[config.mk]
export PLATFORM = sky130hd
export DESIGN_NAME = pc_reg
export DESIGN_NICKNAME = d
export VERILOG_FILES = /design/src/rtl/pc_reg_pkg.sv /design/src/rtl/pc_reg.sv
export SDC_FILE = /design/constraint.sdc
export NUM_CORES = 1
export LEC_CHECK = 0
export CAP_MARGIN = 20
export CORE_ASPECT_RATIO = 1.2
export CORE_MARGIN = 3
export CORE_UTILIZATION = 45
export DETAILED_ROUTE_END_ITERATION = 12
export GPL_TIMING_DRIVEN = 1
export PLACE_DENSITY = 0.8
export SLEW_MARGIN = 25
export SYNTH_ARGS = -nofsm -noshare
export SYNTH_HDL_FRONTEND = slang
export SYNTH_SLANG_ARGS = --single-unit
export TNS_END_PERCENT = 1
[constraint.sdc]
create_clock -name clk -period 2.5 [get_ports clk]
set_clock_uncertainty 0.05 [all_clocks]
set_input_delay 0.25 -clock clk [delete_from_list [all_inputs] [get_ports clk]]
set_output_delay 0.25 -clock clk [all_outputs]
set_load 0.1 [all_outputs]
[src/rtl/pc_reg_pkg.sv]
// Shared constants and types for the program-counter stage.
package pc_reg_pkg;

    localparam int unsigned PC_ADDR_W     = 32;
    localparam int unsigned PC_STEP       = 4;
    localparam int unsigned STALL_W       = 6;
    localparam int unsigned STALL_SELF    = 0;
    localparam logic [31:0] PC_RESET_DEF  = 32'h0000_0000;

    // Source of the next fetch address, in decreasing priority.
    typedef enum logic [2:0] {
        SEL_RESET  = 3'd0,
        SEL_FLUSH  = 3'd1,
        SEL_HOLD   = 3'd2,
        SEL_BRANCH = 3'd3,
        SEL_PEND   = 3'd4,
        SEL_SEQ    = 3'd5
    } pc_sel_e;

endpackage

[src/rtl/pc_reg.sv]
// Program counter: picks the next fetch address and drives ROM chip enable.
module pc_reg
    import pc_reg_pkg::*;
#(
    parameter int unsigned       ADDR_W   = PC_ADDR_W,
    parameter logic [ADDR_W-1:0] RESET_PC = ADDR_W'(PC_RESET_DEF)
) (
    input  logic                clk,
    input  logic                rst,
    input  logic [STALL_W-1:0]  stall,
    input  logic                flush,
    input  logic [ADDR_W-1:0]   new_pc,
    input  logic                branch_flag_i,
    input  logic [ADDR_W-1:0]   branch_target_address_i,
    output logic [ADDR_W-1:0]   pc,
    output logic                ce,
    output logic                fetch_adel_o
);

    logic              pend_valid;
    logic [ADDR_W-1:0] pend_target;
    logic [ADDR_W-1:0] pc_next;
    logic              pend_valid_next;
    logic [ADDR_W-1:0] pend_target_next;
    pc_sel_e           sel;

    // Only bit 0 of the stall vector concerns this stage.
    logic stall_unused;
    assign stall_unused = ^stall[STALL_W-1:1];

    // Priority select of the next pc and the deferred-branch bookkeeping.
    always_comb begin
        pc_next          = pc;
        pend_valid_next  = pend_valid;
        pend_target_next = pend_target;
        sel              = SEL_SEQ;

        if (!ce) begin
            sel = SEL_RESET;
        end else if (flush) begin
            sel = SEL_FLUSH;
        end else if (stall[STALL_SELF]) begin
            sel = SEL_HOLD;
        end else if (branch_flag_i) begin
            sel = SEL_BRANCH;
        end else if (pend_valid) begin
            sel = SEL_PEND;
        end

        case (sel)
            SEL_RESET: begin
                pc_next = RESET_PC;
            end
            SEL_FLUSH: begin
                pc_next         = new_pc;
                pend_valid_next = 1'b0;
            end
            SEL_HOLD: begin
                // A branch seen while frozen is remembered; a newer one wins.
                if (branch_flag_i) begin
                    pend_valid_next  = 1'b1;
                    pend_target_next = branch_target_address_i;
                end
            end
            SEL_BRANCH: begin
                pc_next         = branch_target_address_i;
                pend_valid_next = 1'b0;
            end
            SEL_PEND: begin
                pc_next         = pend_target;
                pend_valid_next = 1'b0;
            end
            default: begin
                pc_next = pc + ADDR_W'(PC_STEP);
            end
        endcase
    end

    // State register with synchronous reset; ce rises one edge after release.
    always_ff @(posedge clk) begin
        if (rst) begin
            ce          <= 1'b0;
            pc          <= RESET_PC;
            pend_valid  <= 1'b0;
            pend_target <= '0;
        end else begin
            ce          <= 1'b1;
            pc          <= pc_next;
            pend_valid  <= pend_valid_next;
            pend_target <= pend_target_next;
        end
    end

    // Misaligned fetch flag, derived directly from the registered pc.
    assign fetch_adel_o = ce & (pc[1:0] != 2'b00);

endmodule

# [Word-level counts from Yosys, hierarchy flattened]
# Cells that the tools add are included.
[word_totals] input_bits=74 wordCells=26 out_inout_bits=34 reg_bits=66
[op_classes] bitwise=1 n_eq_ne=5 mux=9 n_reduce_logical=6 n_addsub=1
[ops] operator="$pmux 32 s5" n=1
[ops] operator="$add 32x3->32 const B" n=1
[ops] operator="$mux 3" n=4
[ops] operator="$eq 3x2->1 const B" n=2
[ops] operator="$reduce_and 2->1" n=2
[ops] operator="$reduce_bool 2->1" n=2
[ops] operator="$eq 3x1->1 const B" n=1
[ops] operator="$eq 3x3->1 const B" n=1
[ops] operator="$logic_not 3->1" n=1
[ops] operator="$mux 1" n=3
[ops] operator="$reduce_or 3->1" n=1
[ops] operator="$ne 2x2->1 const B" n=1
[ops] operator="$pmux 1 s2" n=1
[ops] operator="$and 1x1->1" n=1

# [Logic depth before layout (Yosys ltp)]
[depth] depth_word=9 ltp_mapped=8 ltp_nobuf=6

# [Worst setup path after synthesis]
# No wires, ideal clock.
[synth_timing] path_kind="reg-to-reg" from="reg pc[2]" to="reg pc[30]" setup_slack_ns=-0.172 period_less_slack_ns=2.672 t_arrival_ns=2.534 path_stages_with_launch=8 n_path_buf=1 setup_time_ns=0.088 required_time_ns=2.362 path_cell_list="dfxtp_1 -> ha_1 -> and3_1 -> buf_2 -> nand4_2 -> nor4_1 -> nor3_1 -> nor4_2"
[synth_via] elab_chain_len=2
[synth_lines] element="start, declared" line="pc_reg.sv:15" source="output logic [ADDR_W-1:0] pc,"
[synth_lines] element="start signal, assigned" line="pc_reg.sv:88" source="pc <= pc_next;"
[synth_lines] element="$add 32x3->32" line="pc_reg.sv:74" source="pc_next = pc + ADDR_W'(PC_STEP);"
[synth_lines] element="$pmux 32 s5" line="pc_reg.sv:50" source="case (sel)"
# No other way between the ends.
# A chain may end at the register's enable or synchronous reset.

# [Worst setup path in the final report]
[layout_timing] from="reg pc[4]" to="reg pc[31]"
# The elaborated chain is that of the path after synthesis.

==> run metrics <==
status finished, final reports clean; most frequent cells after synthesis nand2_1 (97), dfxtp_1 (66), a21oi_1 (65); final setup fails 0; CP Cell Sequence and4_1 > nand4_2 > nor4_2 > mux2i_1 > nor4_2; Final #Nets ~650; Max Slew Vio Count 0; # IOs approximately 110; gr ovfl total 0; Post-CTS Setup Bufs 0; final cycle utilization of the critical path 0.835; top cell type's share of synthesized area 0.354; Post-Syn Nets about 540; worst-margin pin slew 559 ps; Combinational Power Share 0.243; max cap viols 0; Reg2Reg Setup Slack ~410 ps; P_sw just under 0.0009 W; Fin. Hold Viols 0; final-layout fill cell count around 710; endpoint kind of the worst setup timing path register; slowest CP cell dfxtp_1; most used cell along the critical path nor4_2; DR WL/cell approximately 19 µm; Seq/Total Area, Yosys 0.354; hold path cells 2; Die Height roughly 110 µm; final wirelength 12700 µm; Max VDD drop 0.000307 V; Worst Hold Path EP pend_target[7]; DRC errors left 0; placed instance count between 600 and 700; Pwr Density 528 mW/mm²; Seq pwr share 0.432; vias in the first global route ~4k; most common cell in the netlist nand2_1; synthesized area between 0.003 and 0.004 mm²; post-synthesis cell count about 470; initial antenna violation count 0; Largest delay share family, worst path simple AND/OR/NAND/NOR gates; Inserted Clock Buffers 9; Die Wd just under 90 µm; clk sinks between 60 and 70; clk slew on worst S/H paths around 70 ps; Die Area roughly 0.0094 mm²; Pwr Total roughly 0.0027 W; P_int ~0.0018 W; Clk network pwr share 0.325; Leak about 1.8 nW; worst endpoint data arrival time approximately 2300 ps; number of diodes 0; synth top area cells dfxtp_1 (35%), nand2_1 (9.7%), a21oi_1 (8.7%); Tmin final about 2100 ps; port buffer count 102; largest net degree at the start of global routing 33; cts repair resizes 0; Synthesis Warnings 0; startpoint types register; R2R cell count 5; Relative slew margins 0.627; CP Max Fanout 11; switching share of power 0.334; Post-Layout Cell Count about 670; Core Region about 0.0079 mm²; Detailed Route Iter0 Violations 542; Worst Path Buf+Inv 0; drt pass-1 iters 5; P&R area growth vs syn 34.4%; vias about 4.3k; H-tree depth 3; Routed Antenna Nets 0; fmax approximately 480 MHz; CTS tree done; layout cells sized above 1 0.191; Reg2Reg Launch Point pc[4]; FFs w/ async S/R, synth 0; slowest stage delay, CP around 460 ps; Final Wtd Congestion between 0.9 and 1; EDFF count, synth 0; global-route wire length before repair about 20000 µm; final core utilization 0.637; Avg Cell Area, Syn ~8 µm²; Seq cells post-synth 66; clock buffer depth 2; DR vias/cell between 6 and 7; r2r endpoint pc[31]; Worst Hold Class in2reg; Netlist cell types 66; Yosys top cell by area dfxtp_1; unrepaired setup endpoints after global routing false; GRT Total Usage 0.266; Root Driver clkbuf_8; worst path required time roughly 2700 ps; Crit Path Category reg2reg; Cell Rows 35; ys flop type dfxtp_1; Starting Density 0.474; Hold Path Origin rst; clk_lat worst skew about 350 ps; hpwl dp 9050 µm; hold_buf cts 0
## cell type report
class                           count  area [µm²]  share of cell area
Clock buffer                       12         165              0.0329
Clock inverter                      4        25.0             0.00498
Timing Repair Buffer              133        1200               0.239
Sequential cell                    66        1330               0.264
Tap cell                           92         115              0.0229
Inverter                            5        18.8             0.00374
Multi-Input combinational cell    357        2170               0.432
## per-stage QoR
step / hold WS, ps / setup WS [ps] / setup TNS (ps) / instance area [µm²]
after detailed placement: 395 / 73.2 / 0 / 4830
after CTS: 300 / 441 / 0 / 5020
final: 298 / 413 / 0 / 5020
after floorplan: 269 / -28.1 / -28.1 / 3740
after global routing: 327 / 311 / 0 / 5020
after global placement: 387 / 159 / 0 / 4830
## layout by cell type (no fill, tap or decap), types with 4 or more instances in the layout
| cell | count |
|---|---|
| nand2b_1 | 6 |
| nor2_1 | 16 |
| inv_1 | 4 |
| dfxtp_1 | 61 |
| a21oi_1 | 65 |
| clkdlybuf4s50_1 | 67 |
| o31ai_1 | 4 |
| dfxtp_2 | 5 |
| nand3_1 | 13 |
| clkbuf_8 | 12 |
| nor4_2 | 4 |
| nand4_1 | 9 |
| buf_4 | 62 |
| nor3_1 | 8 |
| o21ai_0 | 22 |
| nor4_1 | 7 |
| a222oi_1 | 13 |
| o21a_1 | 4 |
| nand2_1 | 97 |
| a211oi_1 | 4 |
| and4_1 | 6 |
| a221o_1 | 9 |
| a31oi_1 | 6 |
## power groups by stage
stage / Combinational [W] / Clock, W / Sequential (W)
after floorplan: 0.000200 / 0 / 0.00136
after global placement: 0.000631 / 0 / 0.00116
after detailed placement: 0.000640 / 0 / 0.00117
after CTS: 0.000642 / 0.000859 / 0.00114
after global routing: 0.000675 / 0.000906 / 0.00115
final: 0.000646 / 0.000862 / 0.00115
## per-layer routing
metal | share of wire | vias to the layer above | wire [µm] | global-route usage
met4 | 0.026 | 0 | 334 | 0.115
met2 | 0.49 | 270 | 6250 | 0.427
met3 | 0.088 | 33 | 1120 | 0.0508
met1 | 0.39 | 2040 | 5020 | 0.340
met5 | 0 | - | 0 | 0
li1 | - | 1964 | - | -
## worst register-to-register path, delay by kind of cell (launching register included)
kind             cells  cell delay [ps]
multiplexers         1              280
flip-flops           1              460
AND/OR/NAND/NOR      4             1170
## worst max path at each step
| stage | from | endpoint | slack (ps) | cells past startpoint |
|---|---|---|---|---|
| after floorplan | pc[15] | pc[27] | -30 | 7 |
| after global placement | stall[0] | pc[16] | 160 | 6 |
| after detailed placement | stall[0] | pc[11] | 70 | 7 |
| after CTS | stall[0] | pc[11] | 440 | 7 |
| after global routing | pc[2] | pc[30] | 310 | 6 |
| final | pc[4] | pc[31] | 410 | 5 |
## logic make-up after synthesis
family          synth area share
mux                      0.00837
xor+xnor                 0.00938
simple gates               0.263
compound gates             0.296
fa+ha+maj                0.00335
buf+inv                   0.0656
flops                      0.354
Power figures use the tool's default switching activity.
